--- src/rtl/rr_mult_pkg.sv ---
// Shared helpers and types for the pipelined recursive-split multiplier.
package rr_mult_pkg;

    function automatic int unsigned hi_w(input int unsigned width, input int unsigned split);
        return width - split;
    endfunction

    function automatic int unsigned prod_w(input int unsigned width);
        return 2 * width;
    endfunction

    typedef struct packed {
        logic s3;
        logic s2;
        logic s1;
    } stage_vld_t;

endpackage

--- src/rtl/nr_mult_core.sv ---
// Combinational unsigned AW x BW multiplier producing a full-width product.
module nr_mult_core #(
    parameter int unsigned AW = 4,
    parameter int unsigned BW = 4
) (
    input  logic [AW-1:0]    a_i,
    input  logic [BW-1:0]    b_i,
    output logic [AW+BW-1:0] p_o
);

    assign p_o = (AW+BW)'(a_i) * (AW+BW)'(b_i);

endmodule

--- src/rtl/rr_mult_pipe.sv ---
// Three-stage recursive-split unsigned multiplier with valid/ready streaming and tag pass-through.
// Optional error statistics (approximate vs exact product) enabled by defining RR_MULT_ERRSTAT_EN.
module rr_mult_pipe
    import rr_mult_pkg::*;
#(
    parameter int unsigned WIDTH     = 8,
    parameter int unsigned SPLIT     = 1,
    parameter int unsigned APPROX_LL = 0,
    parameter int unsigned TAG_W     = 4
) (
    input  logic               clk,
    input  logic               rst_n,
    input  logic               in_valid,
    output logic               in_ready,
    input  logic [WIDTH-1:0]   in_a,
    input  logic [WIDTH-1:0]   in_b,
    input  logic [TAG_W-1:0]   in_tag,
    output logic               out_valid,
    input  logic               out_ready,
    output logic [2*WIDTH-1:0] out_p,
    output logic [TAG_W-1:0]   out_tag
`ifdef RR_MULT_ERRSTAT_EN
    ,
    input  logic               stat_clr,
    output logic [15:0]        err_cnt,
    output logic [2*WIDTH-1:0] err_max
`endif
);

    localparam int unsigned HW = hi_w(WIDTH, SPLIT);
    localparam int unsigned LW = SPLIT;
    localparam int unsigned PW = prod_w(WIDTH);
    localparam int unsigned SW = PW + 1;

    stage_vld_t         vld_q, vld_d;
    logic [WIDTH-1:0]   a_q, a_d, b_q, b_d;
    logic [TAG_W-1:0]   tag1_q, tag1_d, tag2_q, tag2_d, tag3_q, tag3_d;
    logic [2*HW-1:0]    hh_q, hh_d, hh_c;
    logic [HW+LW-1:0]   hl_q, hl_d, hl_c;
    logic [LW+HW-1:0]   lh_q, lh_d, lh_c;
    logic [2*LW-1:0]    ll_q, ll_d, ll_c;
    logic [PW-1:0]      p_q, p_d;
    logic [SW-1:0]      sum_c;
    logic               adv1_c, adv2_c, adv3_c;

    nr_mult_core #(.AW(HW), .BW(HW)) u_hh (.a_i(a_q[WIDTH-1:LW]), .b_i(b_q[WIDTH-1:LW]), .p_o(hh_c));
    nr_mult_core #(.AW(HW), .BW(LW)) u_hl (.a_i(a_q[WIDTH-1:LW]), .b_i(b_q[LW-1:0]),    .p_o(hl_c));
    nr_mult_core #(.AW(LW), .BW(HW)) u_lh (.a_i(a_q[LW-1:0]),    .b_i(b_q[WIDTH-1:LW]), .p_o(lh_c));

    generate
        if (APPROX_LL != 0) begin : g_ll_trunc
            assign ll_c = '0;
        end else begin : g_ll_exact
            nr_mult_core #(.AW(LW), .BW(LW)) u_ll (.a_i(a_q[LW-1:0]), .b_i(b_q[LW-1:0]), .p_o(ll_c));
        end
    endgenerate

    // One guard bit covers the carry out of the shift-add before truncation.
    assign sum_c = (SW'(hh_q) << (2 * LW))
                 + ((SW'(hl_q) + SW'(lh_q)) << LW)
                 + SW'(ll_q);

    // Stall chain: a stage moves when it is empty or its successor moves.
    always_comb begin
        vld_d  = vld_q;
        a_d    = a_q;
        b_d    = b_q;
        tag1_d = tag1_q;
        hh_d   = hh_q;
        hl_d   = hl_q;
        lh_d   = lh_q;
        ll_d   = ll_q;
        tag2_d = tag2_q;
        p_d    = p_q;
        tag3_d = tag3_q;

        adv3_c = !vld_q.s3 || out_ready;
        adv2_c = !vld_q.s2 || adv3_c;
        adv1_c = !vld_q.s1 || adv2_c;

        if (adv1_c) begin
            vld_d.s1 = in_valid;
            if (in_valid) begin
                a_d    = in_a;
                b_d    = in_b;
                tag1_d = in_tag;
            end
        end
        if (adv2_c) begin
            vld_d.s2 = vld_q.s1;
            if (vld_q.s1) begin
                hh_d   = hh_c;
                hl_d   = hl_c;
                lh_d   = lh_c;
                ll_d   = ll_c;
                tag2_d = tag1_q;
            end
        end
        if (adv3_c) begin
            vld_d.s3 = vld_q.s2;
            if (vld_q.s2) begin
                p_d    = PW'(sum_c);
                tag3_d = tag2_q;
            end
        end
    end

    always_ff @(posedge clk) begin
        if (!rst_n) begin
            vld_q  <= '0;
            a_q    <= '0;
            b_q    <= '0;
            tag1_q <= '0;
            hh_q   <= '0;
            hl_q   <= '0;
            lh_q   <= '0;
            ll_q   <= '0;
            tag2_q <= '0;
            p_q    <= '0;
            tag3_q <= '0;
        end else begin
            vld_q  <= vld_d;
            a_q    <= a_d;
            b_q    <= b_d;
            tag1_q <= tag1_d;
            hh_q   <= hh_d;
            hl_q   <= hl_d;
            lh_q   <= lh_d;
            ll_q   <= ll_d;
            tag2_q <= tag2_d;
            p_q    <= p_d;
            tag3_q <= tag3_d;
        end
    end

    assign in_ready  = adv1_c;
    assign out_valid = vld_q.s3;
    assign out_p     = p_q;
    assign out_tag   = tag3_q;

`ifdef RR_MULT_ERRSTAT_EN
    // Exact product rides alongside the beat so the output can be scored on transfer.
    logic [PW-1:0] ex_c, ex2_q, ex2_d, ex3_q, ex3_d, diff_c;
    logic [PW-1:0] err_max_q, err_max_d;
    logic [15:0]   err_cnt_q, err_cnt_d;

    nr_mult_core #(.AW(WIDTH), .BW(WIDTH)) u_exact (.a_i(a_q), .b_i(b_q), .p_o(ex_c));

    assign diff_c = ex3_q - p_q;

    always_comb begin
        ex2_d     = ex2_q;
        ex3_d     = ex3_q;
        err_cnt_d = err_cnt_q;
        err_max_d = err_max_q;
        if (adv2_c && vld_q.s1) ex2_d = ex_c;
        if (adv3_c && vld_q.s2) ex3_d = ex2_q;
        if (stat_clr) begin
            err_cnt_d = '0;
            err_max_d = '0;
        end else if (vld_q.s3 && out_ready && (p_q != ex3_q)) begin
            if (err_cnt_q != 16'hFFFF) err_cnt_d = err_cnt_q + 16'd1;
            if (diff_c > err_max_q)    err_max_d = diff_c;
        end
    end

    always_ff @(posedge clk) begin
        if (!rst_n) begin
            ex2_q     <= '0;
            ex3_q     <= '0;
            err_cnt_q <= '0;
            err_max_q <= '0;
        end else begin
            ex2_q     <= ex2_d;
            ex3_q     <= ex3_d;
            err_cnt_q <= err_cnt_d;
            err_max_q <= err_max_d;
        end
    end

    assign err_cnt = err_cnt_q;
    assign err_max = err_max_q;
`endif

endmodule

--- config.mk ---
export PLATFORM = sky130hd
export DESIGN_NAME = rr_mult_pipe
export DESIGN_NICKNAME = d
export VERILOG_FILES = /design/src/rtl/rr_mult_pkg.sv /design/src/rtl/nr_mult_core.sv /design/src/rtl/rr_mult_pipe.sv
export SDC_FILE = /design/constraint.sdc
export NUM_CORES = 1
export LEC_CHECK = 0
export CAP_MARGIN = 20
export CORE_MARGIN = 5
export CORE_UTILIZATION = 43
export CTS_CLUSTER_DIAMETER = 40
export DETAILED_ROUTE_END_ITERATION = 8
export DONT_BUFFER_PORTS = 1
export GPL_ROUTABILITY_DRIVEN = 1
export GPL_TIMING_DRIVEN = 0
export SYNTH_ARGS = -nofsm -noshare
export SYNTH_HDL_FRONTEND = slang
export SYNTH_SLANG_ARGS = --single-unit
export TNS_END_PERCENT = 100
--- constraint.sdc ---
create_clock -name clk -period 3.9 [get_ports clk]
set_input_delay 0.195 -clock clk [delete_from_list [all_inputs] [get_ports clk]]
set_output_delay 0.195 -clock clk [all_outputs]
set_load 0.01 [all_outputs]
==> impl_metrics.tcl <==
set metrics [dict create \
    synth.top_cells.by_area "dfxtp_1 32%, ha_1 12%, fa_1 11%" \
    p_leak_nw 2.551 \
    synth_cell_types 40 \
    power.internal_mw 1.359 \
    wire_per_inst_um 15.29 \
    synth.avg_cell_area_um2 8.235 \
    max_slew_margin 0.5816 \
    port_buffers 0 \
    tritoncts "done" \
    switching_power_mw 0.4336 \
    clock_path_buffers 2 \
    combPwrFrac 0.127 \
    die_w_um 115.3 \
    crit_top_cell "fa_1" \
    synth-edff-count 0 \
    io_pins 46 \
    endpoint_kind "flip-flop" \
    cpMaxStageDelayCell "fa_1" \
    slowest_delay_ns 0.52 \
    setup_viol 0 \
    dp_hpwl_um 8790 \
    ys_seq_area_frac 0.3191 \
    maxSlewViolCount 0 \
    required_ns 4.19 \
    row_count 38 \
    yosysTopAreaCell "dfxtp_1" \
    diodes 0 \
    die_area_um2 13300 \
    antenna_found_initial 0 \
    critPathMaxFanout 7 \
    rsz0062_at_grt "true" \
    final-hold-violation-count 0 \
    cp-start-kind "flip-flop" \
    die_h_um 115.3 \
    syn_nets 675 \
    drive_gt1_frac 0.1442 \
    worstHoldStart "rst_n" \
    clock_skew_ns 0.01735 \
    viasPerCell 5.154 \
    htree_levels 3 \
    worst-setup-path-type "flip-flop to flip-flop" \
    start_util 0.4399 \
    grt_overflow 0 \
    startpoint "b_q[5]" \
    drv_cap 0 \
    gp_congestion 0.8754 \
    power_mw 1.793 \
    finalCriticalPeriod_ns 3.799 \
    final_util 0.5397 \
    worstPathCellList "buf_8 > nand2_1 > fa_1 > fa_1 > inv_2 > fa_1 > inv_1 > fa_1 > inv_2 > ha_4 > or2_4 > a41oi_1 > xnor2_1 > nand2_1 > a21oi_1" \
    status "complete, no violations" \
    dp.cells 719 \
    clkPwrFrac 0.416 \
    p_per_area_nw_per_um2 306.4 \
    path_clk_slew_ns 0.08 \
    seq_power_share 0.457 \
    reg2reg_from "b_q[5]" \
    grt_max_degree 13 \
    grt_pass1_wl_um 19180 \
    netlist_top_cells_count "129 x nand2_1, 78 x a21oi_1, 76 x dfxtp_1" \
    grt_pass1_vias 3902 \
    wl_um 11900 \
    hold_class "input port to flip-flop" \
    first_pass_iters 7 \
    num-nets-final 729 \
    clock.fmax_ghz 0.2632 \
    cts_made_buffers 9 \
    tightest_slew_ns 0.6223 \
    ant_nets 0 \
    yosys_warnings 0 \
    clkSinkCount 76 \
    core-area_um2 10840 \
    track_usage 0.1844 \
    syn_area_um2 4768 \
    synth_top_area_share 0.3191 \
    drt_iter0_drc 287 \
    synthCells 579 \
    switching_share 0.2418 \
    root_buffer "clkbuf_8" \
    path_buf_inv 4 \
    vdd_drop_max_mv 0.3869 \
    crit_family "adder cells" \
    clk_latency_ns 0.37 \
    area_growth_syn_to_layout_pct 22.70 \
    whs_ns 0.02459 \
    synth_most_common_cell "nand2_1" \
    fin_crit_sh 0.9742 \
    ys_async_sr_fraction 0 \
    drc 0 \
    layoutNonFillerInstCount 778 \
    ys.flop_type "dfxtp_1" \
    vias 4010 \
    cp.arrival_ns 4.09 \
    synth-seq-cells 76 \
]
## power by group through the flow
stage	sequential (mW)	clock, mW	combinational, mW
final	0.819	0.746	0.228
after global routing	0.822	0.794	0.254
after CTS	0.819	0.764	0.200
after detailed placement	0.833	0	0.172
after global placement	0.833	0	0.169
after floorplan	0.828	0	0.129
## worst reg2reg max path, stage by stage, from the launching register on
cell,delay [ns]
dfxtp_2,0.33
buf_8,0.11
nand2_1,0.07
fa_1,0.49
fa_1,0.51
inv_2,0.04
fa_1,0.52
inv_1,0.05
fa_1,0.49
inv_2,0.05
ha_4,0.23
or2_4,0.23
a41oi_1,0.24
xnor2_1,0.16
nand2_1,0.08
a21oi_1,0.13
## flip-flops by register name (all words and copies together), names as in the netlist, 2 cells and up
register,count
out_p,16
hh_q,14
a_q,8
b_q,8
hl_q,7
lh_q,7
out_tag,4
tag1_q,4
tag2_q,4
vld_q,2
## per-stage QoR
step / cell area (µm²) / setup slack [ns] / TNS (ns)
6_report: 5851 / 0.1006 / 0
5_1_grt: 5851 / -0.06593 / -0.1511
4_1_cts: 5595 / 0.003855 / 0
3_5_place_dp: 4996 / -0.2877 / -1.160
3_3_place_gp: 4996 / -0.1998 / -0.7815
2_1_floorplan: 4821 / 0.01697 / 0
## cell type report
type	instances	area (µm²)
Tap cell	140	175.2
Fill cell	997	4990
Clock buffer	12	155.1
Buffer	34	236.5
Sequential cell	76	1548
Multi-Input combinational cell	435	3120
Timing Repair Buffer	45	400.4
Clock inverter	4	95.09
Inverter	32	120.1
## logic make-up (layout without fill, tap and decap cells)
family | Yosys count | count (layout) | share of synthesized area
compound gates | 123 | 123 | 0.1469
xor+xnor | 22 | 22 | 0.04041
fa+ha+maj | 72 | 72 | 0.2299
buf+inv | 68 | 127 | 0.05589
flops | 76 | 76 | 0.3191
mux | 1 | 1 | 0.002099
simple gates | 217 | 217 | 0.2057
## path summary, 6_finish.rpt
kind | slack (ns) | endpoint | cells past startpoint
worst min-delay path | 0.02 | out_p[9] | 2
worst max register to register | 0.10 | hh_q[9] | 15
worst min register to register | 0.45 | out_tag[3] | 2
worst max-delay path | 0.10 | hh_q[9] | 15
## routing by layer
layer	GRT usage	wire length, µm
met4	0.04304	130
met2	0.3098	5799
met3	0.04684	562
met5	0	0
met1	0.2388	5403
## repair_timing
action | CTS | global route
buffers inserted | 6 | 17
pin swaps | 15 | 22
gates resized for setup | 22 | 37
gates cloned | 0 | 0
hold endpoints to repair | 22 | 0
hold buffers | 22 | 0
endpoints found under the setup margin | 7 | 6
## cells in the final DEF (no fill, tap or decap), types with 8 or more instances in the layout
cell and n:
clkbuf_8 14, inv_1 30, dfxtp_2 9, buf_2 9, a21oi_1 75, dfxtp_1 63
clkbuf_1 15, ha_4 8, buf_4 21, dlygate4sd3_1 22, nand2_1 126, fa_1 25
ha_1 37, o21ai_0 10, nand3_1 29, and2_1 27, xor2_1 8, xnor2_1 14
nor2_1 12
Power figures use the tool's default switching activity.
